<file path="src/rtl/data_memory_boot_ctrl_pkg.sv">
// rtl/data_memory_boot_ctrl_pkg.sv - shared types and constants for the data memory boot controller
// Contents: controller state enum, default memory capacity, byte width.

package data_memory_boot_ctrl_pkg;

    localparam int BYTE_W        = 8;
    localparam int MEM_BYTES_DEF = 1024;
    localparam int CNT_W_DEF     = 11;

    typedef enum logic [1:0] {
        ST_IDLE  = 2'd0,
        ST_LOAD  = 2'd1,
        ST_RUN   = 2'd2,
        ST_ERROR = 2'd3
    } boot_state_t;

endpackage

</file>
<file path="src/rtl/data_memory_boot_ctrl_if.sv">
// rtl/data_memory_boot_ctrl_if.sv - boot stream, memory and CPU access signals around the boot controller
// Signal groups:
//   boot source : src_valid, src_data, src_last (to controller), src_ready (from controller)
//   memory      : load, store, ready, mem_read, mem_write (from controller)
//   CPU         : cpu_mem_read, cpu_mem_write (to controller), cpu_stall (from controller)
// Modports: master = surrounding system (source, CPU, memory), slave = boot controller.

interface data_memory_boot_ctrl_if;
    import data_memory_boot_ctrl_pkg::*;

    logic              src_valid;
    logic [BYTE_W-1:0] src_data;
    logic              src_last;
    logic              src_ready;

    logic              load;
    logic [BYTE_W-1:0] store;
    logic              ready;
    logic              mem_read;
    logic              mem_write;

    logic              cpu_mem_read;
    logic              cpu_mem_write;
    logic              cpu_stall;

    modport master (
        output src_valid, src_data, src_last, cpu_mem_read, cpu_mem_write,
        input  src_ready, load, store, ready, mem_read, mem_write, cpu_stall
    );

    modport slave (
        input  src_valid, src_data, src_last, cpu_mem_read, cpu_mem_write,
        output src_ready, load, store, ready, mem_read, mem_write, cpu_stall
    );

endinterface

</file>
<file path="src/rtl/data_memory_boot_ctrl.sv">
// rtl/data_memory_boot_ctrl.sv - boot-load then run sequencer for the byte-wide data memory
// Ports:
//   clk, rst_n   : clock (rising edge), asynchronous active-low reset
//   boot_start   : single-cycle request to (re)start a boot load
//   bus          : slave side of data_memory_boot_ctrl_if (boot stream, memory port, CPU gating)
//   byte_count   : bytes issued to memory in the current or last boot (saturates at MEM_BYTES)
//   checksum     : modulo-256 sum of bytes issued in the current or last boot
//   boot_done    : one-cycle pulse on entry to the run phase
//   boot_error   : high while in the error state (image longer than MEM_BYTES)

module data_memory_boot_ctrl
    import data_memory_boot_ctrl_pkg::*;
#(
    parameter int MEM_BYTES = MEM_BYTES_DEF,
    parameter int CNT_W     = CNT_W_DEF
) (
    input  logic                   clk,
    input  logic                   rst_n,
    input  logic                   boot_start,
    data_memory_boot_ctrl_if.slave bus,
    output logic [CNT_W-1:0]       byte_count,
    output logic [BYTE_W-1:0]      checksum,
    output logic                   boot_done,
    output logic                   boot_error
);

    localparam logic [CNT_W-1:0] CNT_MAX = CNT_W'(MEM_BYTES);

    boot_state_t state_q, state_d;

    logic              src_ready_q;
    logic              load_q;
    logic [BYTE_W-1:0] store_q;
    logic              ready_q;
    logic              cpu_stall_q;

    logic              beat;
    logic              overflow;
    logic              clear_d;
    logic [CNT_W-1:0]  count_d;
    logic [BYTE_W-1:0] sum_d;
    logic              src_ready_d;

    // src_ready_q is only ever high in LOAD, so a beat implies LOAD.
    assign beat     = bus.src_valid & src_ready_q;
    // Once the memory is full src_ready is already low; any further byte is an over-long image.
    assign overflow = (state_q == ST_LOAD) && bus.src_valid && (byte_count == CNT_MAX);

    always_comb begin
        state_d = state_q;
        clear_d = 1'b0;
        unique case (state_q)
            ST_IDLE: begin
                if (boot_start) begin
                    state_d = ST_LOAD;
                    clear_d = 1'b1;
                end
            end
            ST_LOAD: begin
                // Overflow is checked first so that an over-long last byte still errors.
                if (overflow) begin
                    state_d = ST_ERROR;
                end else if (beat && bus.src_last) begin
                    state_d = ST_RUN;
                end
            end
            ST_RUN, ST_ERROR: begin
                if (boot_start) begin
                    state_d = ST_LOAD;
                    clear_d = 1'b1;
                end
            end
            default: state_d = ST_IDLE;
        endcase
    end

    always_comb begin
        count_d = byte_count;
        sum_d   = checksum;
        if (clear_d) begin
            count_d = '0;
            sum_d   = '0;
        end else if (beat) begin
            count_d = (byte_count == CNT_MAX) ? CNT_MAX : byte_count + CNT_W'(1);
            sum_d   = checksum + bus.src_data;
        end
        // Registered handshake: look at the next count so src_ready falls right after the last fitting beat.
        src_ready_d = (state_d == ST_LOAD) && (count_d < CNT_MAX);
    end

    always_ff @(posedge clk or negedge rst_n) begin
        if (!rst_n) begin
            state_q <= ST_IDLE;
        end else begin
            state_q <= state_d;
        end
    end

    always_ff @(posedge clk or negedge rst_n) begin
        if (!rst_n) begin
            src_ready_q <= 1'b0;
            load_q      <= 1'b0;
            store_q     <= '0;
            ready_q     <= 1'b0;
            cpu_stall_q <= 1'b1;
            byte_count  <= '0;
            checksum    <= '0;
            boot_done   <= 1'b0;
            boot_error  <= 1'b0;
        end else begin
            src_ready_q <= src_ready_d;
            load_q      <= beat;
            if (beat) begin
                store_q <= bus.src_data;
            end
            ready_q     <= (state_d == ST_RUN);
            cpu_stall_q <= (state_d != ST_RUN);
            byte_count  <= count_d;
            checksum    <= sum_d;
            boot_done   <= (state_d == ST_RUN) && (state_q != ST_RUN);
            boot_error  <= (state_d == ST_ERROR);
        end
    end

    assign bus.src_ready = src_ready_q;
    assign bus.load      = load_q;
    assign bus.store     = store_q;
    assign bus.ready     = ready_q;
    assign bus.cpu_stall = cpu_stall_q;
    // CPU accesses reach the memory only while it is in the run phase.
    assign bus.mem_read  = bus.cpu_mem_read & ready_q;
    assign bus.mem_write = bus.cpu_mem_write & ready_q;

endmodule

</file>
<file path="src/flat_wrapper.sv">
// flat-port wrapper written by rule: the top's interface ports become plain ports
module data_memory_boot_ctrl_flat import data_memory_boot_ctrl_pkg::*;
#(
    parameter int MEM_BYTES = MEM_BYTES_DEF,
    parameter int CNT_W     = CNT_W_DEF
)
  (clk, rst_n, boot_start, byte_count, checksum, boot_done, boot_error, bus_src_valid, bus_src_data, bus_src_last, bus_cpu_mem_read, bus_cpu_mem_write, bus_src_ready, bus_load, bus_store, bus_ready, bus_mem_read, bus_mem_write, bus_cpu_stall);
  data_memory_boot_ctrl_if bus_i ();
  input  logic clk;
  input  logic rst_n;
  input  logic boot_start;
  output logic [CNT_W-1:0] byte_count;
  output logic [BYTE_W-1:0] checksum;
  output logic boot_done;
  output logic boot_error;
  input wire logic [$bits(bus_i.src_valid)-1:0] bus_src_valid;
  input wire logic [$bits(bus_i.src_data)-1:0] bus_src_data;
  input wire logic [$bits(bus_i.src_last)-1:0] bus_src_last;
  input wire logic [$bits(bus_i.cpu_mem_read)-1:0] bus_cpu_mem_read;
  input wire logic [$bits(bus_i.cpu_mem_write)-1:0] bus_cpu_mem_write;
  output wire logic [$bits(bus_i.src_ready)-1:0] bus_src_ready;
  output wire logic [$bits(bus_i.load)-1:0] bus_load;
  output wire logic [$bits(bus_i.store)-1:0] bus_store;
  output wire logic [$bits(bus_i.ready)-1:0] bus_ready;
  output wire logic [$bits(bus_i.mem_read)-1:0] bus_mem_read;
  output wire logic [$bits(bus_i.mem_write)-1:0] bus_mem_write;
  output wire logic [$bits(bus_i.cpu_stall)-1:0] bus_cpu_stall;
  assign bus_i.src_valid = bus_src_valid;
  assign bus_i.src_data = bus_src_data;
  assign bus_i.src_last = bus_src_last;
  assign bus_i.cpu_mem_read = bus_cpu_mem_read;
  assign bus_i.cpu_mem_write = bus_cpu_mem_write;
  assign bus_src_ready = bus_i.src_ready;
  assign bus_load = bus_i.load;
  assign bus_store = bus_i.store;
  assign bus_ready = bus_i.ready;
  assign bus_mem_read = bus_i.mem_read;
  assign bus_mem_write = bus_i.mem_write;
  assign bus_cpu_stall = bus_i.cpu_stall;
  data_memory_boot_ctrl #(.MEM_BYTES(MEM_BYTES), .CNT_W(CNT_W)) u_core (.clk(clk), .rst_n(rst_n), .boot_start(boot_start), .bus(bus_i), .byte_count(byte_count), .checksum(checksum), .boot_done(boot_done), .boot_error(boot_error));
endmodule
</file>
<file path="config.mk">
export PLATFORM = sky130hd
export DESIGN_NAME = data_memory_boot_ctrl_flat
export DESIGN_NICKNAME = d
export VERILOG_FILES = /design/src/rtl/data_memory_boot_ctrl_pkg.sv /design/src/rtl/data_memory_boot_ctrl_if.sv /design/src/rtl/data_memory_boot_ctrl.sv /design/src/flat_wrapper.sv
export SDC_FILE = /design/constraint.sdc
export NUM_CORES = 1
export LEC_CHECK = 0
export BUFFER_PORTS_ARGS = -buffer_cell sky130_fd_sc_hd__buf_2
export CAP_MARGIN = 20
export CORE_MARGIN = 2
export CORE_UTILIZATION = 56
export CTS_CLUSTER_SIZE = 20
export DETAILED_ROUTE_END_ITERATION = 8
export MAX_ROUTING_LAYER = met4
export PLACE_DENSITY = 0.84
export SLEW_MARGIN = 20
export SYNTH_ARGS = -nofsm -noshare
export SYNTH_HDL_FRONTEND = slang
export SYNTH_SLANG_ARGS = --single-unit
</file>
<file path="constraint.sdc">
create_clock -name clk -period 3.1 [get_ports clk]
set_input_delay 0.155 -clock clk [delete_from_list [all_inputs] [get_ports clk]]
set_output_delay 0.155 -clock clk [all_outputs]
set_load 0.01 [all_outputs]
</file>
# ---- Word-level counts from Yosys, hierarchy flattened
# Cells that the tools add are included.
dict set report totals {
  register_bits 35
  in_bits 15
  output_inout_bits 35
  wordCells 44
}
dict set report classes {
  add_sub_neg 2
  magnitude_cmp 1
  n_eq_ne 9
  mux 11
  bitwise_logic 3
  n_reduce_logical 8
}
# cell n
set op_table {}
lappend op_table {{2-to-1 mux 11 bit} 3}
lappend op_table {{2-to-1 mux 8 bit} 2}
lappend op_table {{adder 11 x 1 -> 11 bit, second input constant} 1}
lappend op_table {{equality test 11 bit, second input constant} 1}
lappend op_table {{less-than comparator 11 bit, second input constant} 1}
lappend op_table {{adder 8 bit} 1}
lappend op_table {{equality test 2 bit, second input constant} 4}
lappend op_table {{2-to-1 mux 2 bit} 3}
lappend op_table {{logical AND 1 bit} 5}
lappend op_table {{equality test 2 x 1 -> 1 bit, second input constant} 2}
lappend op_table {{inequality test 2 bit, second input constant} 2}
lappend op_table {{one-hot mux 2 bit (2 select lines)} 1}
lappend op_table {{AND 1 bit} 3}
lappend op_table {{OR reduction 3 bit} 1}
lappend op_table {{logical NOT 2 bit} 1}
lappend op_table {{2-to-1 mux 1 bit} 2}
lappend op_table {{nonzero test 2 bit} 1}

# ---- Logic depth before layout (Yosys ltp)
dict set report logic_depth {
  ltp_word 7
  depth_mapped 9
  mapped_depth_nobuf 8
}

# ---- Least setup slack after synthesis
# OpenSTA, ideal clock, no wires.
dict set report synth_timing {
  path_kind {register to register}
  start {register u_core.byte_count[0]}
  end {register u_core.byte_count[9]}
  setup_ps 74
  t_arrival_ps 2000
  t_required_ps 3026
  path_slack_ps 1025
  stages_incl_launch_ff 10
  path_buffers 2
  period_less_slack_ps 2075
  cell_sequence {dfrtp_1 inv_1 ha_1 nor4b_1 and4_1 buf_2 or3_4 buf_6 or3_1 o21ai_2}
}
dict set report synth_via {
  elab_chain_len 4
  word_cells_on_any_way 5
  cone_classes {1 x add/sub; 1 x eq/ne; 3 x mux}
}
# item line
set synth_lines {}
lappend synth_lines {{from (decl)} data_memory_boot_ctrl.sv:21} ;# output logic [CNT_W-1:0] byte_count,
lappend synth_lines {{from (signal assigned)} data_memory_boot_ctrl.sv:118} ;# byte_count <= count_d;
lappend synth_lines {{adder 11 x 1 -> 11 bit / equality test 11 bit (equally long branches)} data_memory_boot_ctrl.sv:84} ;# count_d = (byte_count == CNT_MAX) ? CNT_MAX : byte_count + CNT_W'(1);
lappend synth_lines {{2-to-1 mux 11 bit *} data_memory_boot_ctrl.sv:84}
lappend synth_lines {{2-to-1 mux 11 bit *} data_memory_boot_ctrl.sv:83} ;# end else if (beat) begin
lappend synth_lines {{2-to-1 mux 11 bit *} data_memory_boot_ctrl.sv:80} ;# if (clear_d) begin
# Mark *: on every way between the ends. The rest lies on a longest branch, timed or not.
# A chain may end at the register's enable or synchronous reset.

# ---- Final worst setup path
dict set report layout_timing {
  start {register u_core.checksum[0]}
  end {register u_core.checksum[6]}
}
dict set report layout_via {
  elab_chain_len 3
}
# item line
set layout_lines {}
lappend layout_lines {{from (decl)} data_memory_boot_ctrl.sv:22} ;# output logic [BYTE_W-1:0] checksum,
lappend layout_lines {{from (signal assigned)} data_memory_boot_ctrl.sv:119} ;# checksum <= sum_d;
lappend layout_lines {{adder 8 bit} data_memory_boot_ctrl.sv:85} ;# sum_d = checksum + bus.src_data;
lappend layout_lines {{2-to-1 mux 8 bit} data_memory_boot_ctrl.sv:83}
lappend layout_lines {{2-to-1 mux 8 bit} data_memory_boot_ctrl.sv:80}
# Every way passes these cells. The select of a mux whose other input is x is not followed.

==> metrics.yaml <==
synth_cells: 201
initial_utilization: 0.6000
clk_path_buf_depth: 2
critPathLaunchType: "register"
vias_per_cell: 5.606
setup_repair_after_global_routing_missed_its_margin: "no"
postLayoutSetupSlackWorst_ns: 0.9458
pre_cts_setup_slack_ns: 0.9862
globalplace.congestion: 0.8725
post_synth.cell_area_avg_um2: 9.263
cts_made_buffers: 5
worst_setup_hold_path_clk_slew_ns: 0.10
layout.cells.most_common_list: "sky130_fd_sc_hd__buf_2 (49), sky130_fd_sc_hd__nand2_1 (38), sky130_fd_sc_hd__dfrtp_1 (34)"
routed_wirelength_mm: 3.865
total_leakage_power_nw: 1.119
share_clk_of_total_power: 0.158
ir_drop_worst_vdd_mv: 0.4531
grt_usage: 0.2343
power_frac_comb: 0.440
post_cts_buffers: 0
grt_pass1_vias: 1467
leading_cell_type_in_the_layout_fill_and_taps_excluded: "sky130_fd_sc_hd__buf_2"
p_per_area_nw_per_um2: 790.6
first_iter_violations: 81
core_area_um2: 3103
design.final.nets: 277
timing_worst_slew_pin_value_ns: 0.7487
grt-ovfl-total: 0
worst_hold_path_type: "in -> reg"
setup.worst_path.end_class: "register"
required_ns: 3.32
finalClockSkew_ns: 0.006941
worst-path-max-fanout: 3
synth_largest_type_area_fraction: 0.4570
status: "completed"
drt.antenna.violating_nets: 0
ys_top_cells_by_area: "sky130_fd_sc_hd__dfrtp_1 (46%), sky130_fd_sc_hd__nand2_1 (7.7%), sky130_fd_sc_hd__ha_1 (6.0%), sky130_fd_sc_hd__a21oi_1 (3.2%), sky130_fd_sc_hd__nor2_1 (2.4%)"
finalPower_mw: 1.744
worstSetupPathType: "reg -> reg"
timing.final.crit_period_ns: 2.154
synth.cell_area_um2: 1862
cts_tree: "built"
route.vias.total: 1665
maxClockFrequency_mhz: 464.2
antenna_found_initial: 0
chipHeight_um: 61.66
ys_warn_count: 0
timing.critical_path.cells: "ha_1, inv_1, fa_1, nor2b_1, o21ai_0, a21boi_0, o21ai_0, a211o_1"
p_sw_frac: 0.3914
cts_num_sinks: 35
antenna_cells_inserted: 0
number_of_placement_rows: 20
grt_max_degree: 36
sum_of_negative_setup_slack_ns: 0
period_share: 0.6949
max_cap_viol_count: 0
report.final.slew_viol_count: 0
wl_per_cell_um: 13.01
p_int_mw: 1.061
design.portCount: 50
detail_route.drc_violations: 0
floorplan.die.width_um: 61.66
setup-violations-final: 0
design.die.area_um2: 3802
grt_pass1_wl_mm: 6.272
area_growth_syn_to_layout_pct: 18.48
final_util: 0.7109
clk-insertion-delay-late_ns: 0.34
place.port_buffers: 49
drt_pre_antenna_iters: 4
synth_sequential_area_ratio: 0.4711
critical-path-top-delay-family: "compound AO/OA/AOI/OAI gates"
critPathArrivalTime_ns: 2.38
clockRootBuffer: "sky130_fd_sc_hd__clkbuf_4"
synthesis.nets: 226
path_buf_inv: 1
p_sw_mw: 0.6826
r2r_slack_ns: 0.95
share_of_layout_cells_above_drive_strength_1: 0.2451
timing.max_slew.rel_slack: 0.5009
slowest_stage: "sky130_fd_sc_hd__dfrtp_1"
max_stage_delay_ns: 0.38
h-tree-depth: 2
dp_hpwl_mm: 2.813
power.sequential.fraction: 0.402
finalHoldViolations: 0
netlist-cell-type-count: 43
ys_ff_latch: 35
crit_path_frequent_cell: "sky130_fd_sc_hd__o21ai_0"
post-synth-top-area-cell: "sky130_fd_sc_hd__dfrtp_1"
## area by class of cell
type / count / area, um^2
Tap cell: 44 / 55.05
Fill cell: 270 / 897.1
Sequential cell: 35 / 877.1
Inverter: 11 / 41.29
Multi-Input combinational cell: 148 / 900.9
Timing Repair Buffer: 51 / 262.8
Clock buffer: 8 / 68.82
## registers in the layout, indices dropped and copies added (netlist names)
name                  count
u_core.boot_done          1
u_core.boot_error         1
u_core.bus.store          8
u_core.bus.src_ready      1
u_core.bus.ready          1
u_core.bus.load           1
u_core.state_q            2
u_core.checksum           8
u_core.byte_count        11
u_core.bus.cpu_stall      1
## path summary, 6_finish.rpt
check / from / endpoint / cells after the start
max reg2reg: u_core.checksum[0]$_DFFE_PN0P_ / u_core.checksum[6]$_DFFE_PN0P_ / 8
max in group asynchronous: rst_n / u_core.checksum[4]$_DFFE_PN0P_ / 2
min in group asynchronous: rst_n / u_core.byte_count[9]$_DFFE_PN0P_ / 2
min reg2reg: u_core.bus.store[2]$_DFFE_PN0N_ / u_core.bus.store[2]$_DFFE_PN0N_ / 2
max: u_core.checksum[0]$_DFFE_PN0P_ / u_core.checksum[6]$_DFFE_PN0P_ / 8
min: bus_src_data[4] / u_core.bus.store[4]$_DFFE_PN0N_ / 3
## worst register-to-register path: stages, from the launching register on
cell	delay (ns)
sky130_fd_sc_hd__dfrtp_1	0.38
sky130_fd_sc_hd__ha_1	0.17
sky130_fd_sc_hd__inv_1	0.06
sky130_fd_sc_hd__fa_1	0.38
sky130_fd_sc_hd__nor2b_1	0.17
sky130_fd_sc_hd__o21ai_0	0.11
sky130_fd_sc_hd__a21boi_0	0.35
sky130_fd_sc_hd__o21ai_0	0.14
sky130_fd_sc_hd__a211o_1	0.27
## synthesized netlist by cell type, drive strengths merged
library cell	instances
nand2	38
dfrtp	34
a21oi	12
nor2	12
inv	10
ha	9
o21ai	9
nor3	7
nand3	6
and2	5
o22ai	5
a21o	4
a22o	4
buf	4
nand4	4
clkbuf	3
nand2b	3
nor3b	3
o31ai	3
or3	3
a211oi	2
mux2i	2
nor2b	2
nor4	2
nor4b	2
xnor2	2
a211o	1
a21boi	1
a31oi	1
and3	1
and4	1
clkinv	1
dfstp	1
fa	1
nand3b	1
o2111a	1
o21a	1
## power groups by stage
stage               Sequential, mW  Clock [mW]  Combinational, mW
finish                       0.701       0.276              0.767
global route                 0.723       0.310              0.862
CTS                          0.702       0.285              0.773
detailed placement           0.711           0              0.768
global placement             0.709           0              0.739
floorplan                    0.769           0              0.462
## through the flow
step	hold slack, ns	instances	cell area (um^2)
after floorplan	-0.1406	201	1862
after global placement	0.2589	288	2127
after detailed placement	0.2620	288	2127
after CTS	0.01936	297	2206
after global routing	0.02627	297	2206
final	0.03077	297	2206
## what timing repair did
action | CTS | global route
hold endpoints to repair | 34 | 0
hold buffers | 1 | 0
gates resized for setup | 0 | 0
## cells by family (layout without fill, tap and decap cells)
| group | Yosys count | count (layout) | synth area share |
|---|---|---|---|
| buffers and inverters | 18 | 70 | 0.04502 |
| flip-flops | 35 | 35 | 0.4711 |
| AND/OR/NAND/NOR | 90 | 90 | 0.2399 |
| AO/OA/AOI/OAI | 44 | 44 | 0.1526 |
| adder cells (fa/ha/maj) | 10 | 10 | 0.07124 |
| XOR/XNOR | 2 | 2 | 0.009410 |
| multiplexers | 2 | 2 | 0.01075 |
## per-layer routing
layer,routed length (um),GRT usage
met4,70,0.1125
met1,1708,0.2738
met5,0,-
met2,1821,0.3699
met3,265,0.06723
Note: power is estimated with default switching activity, not from simulation.
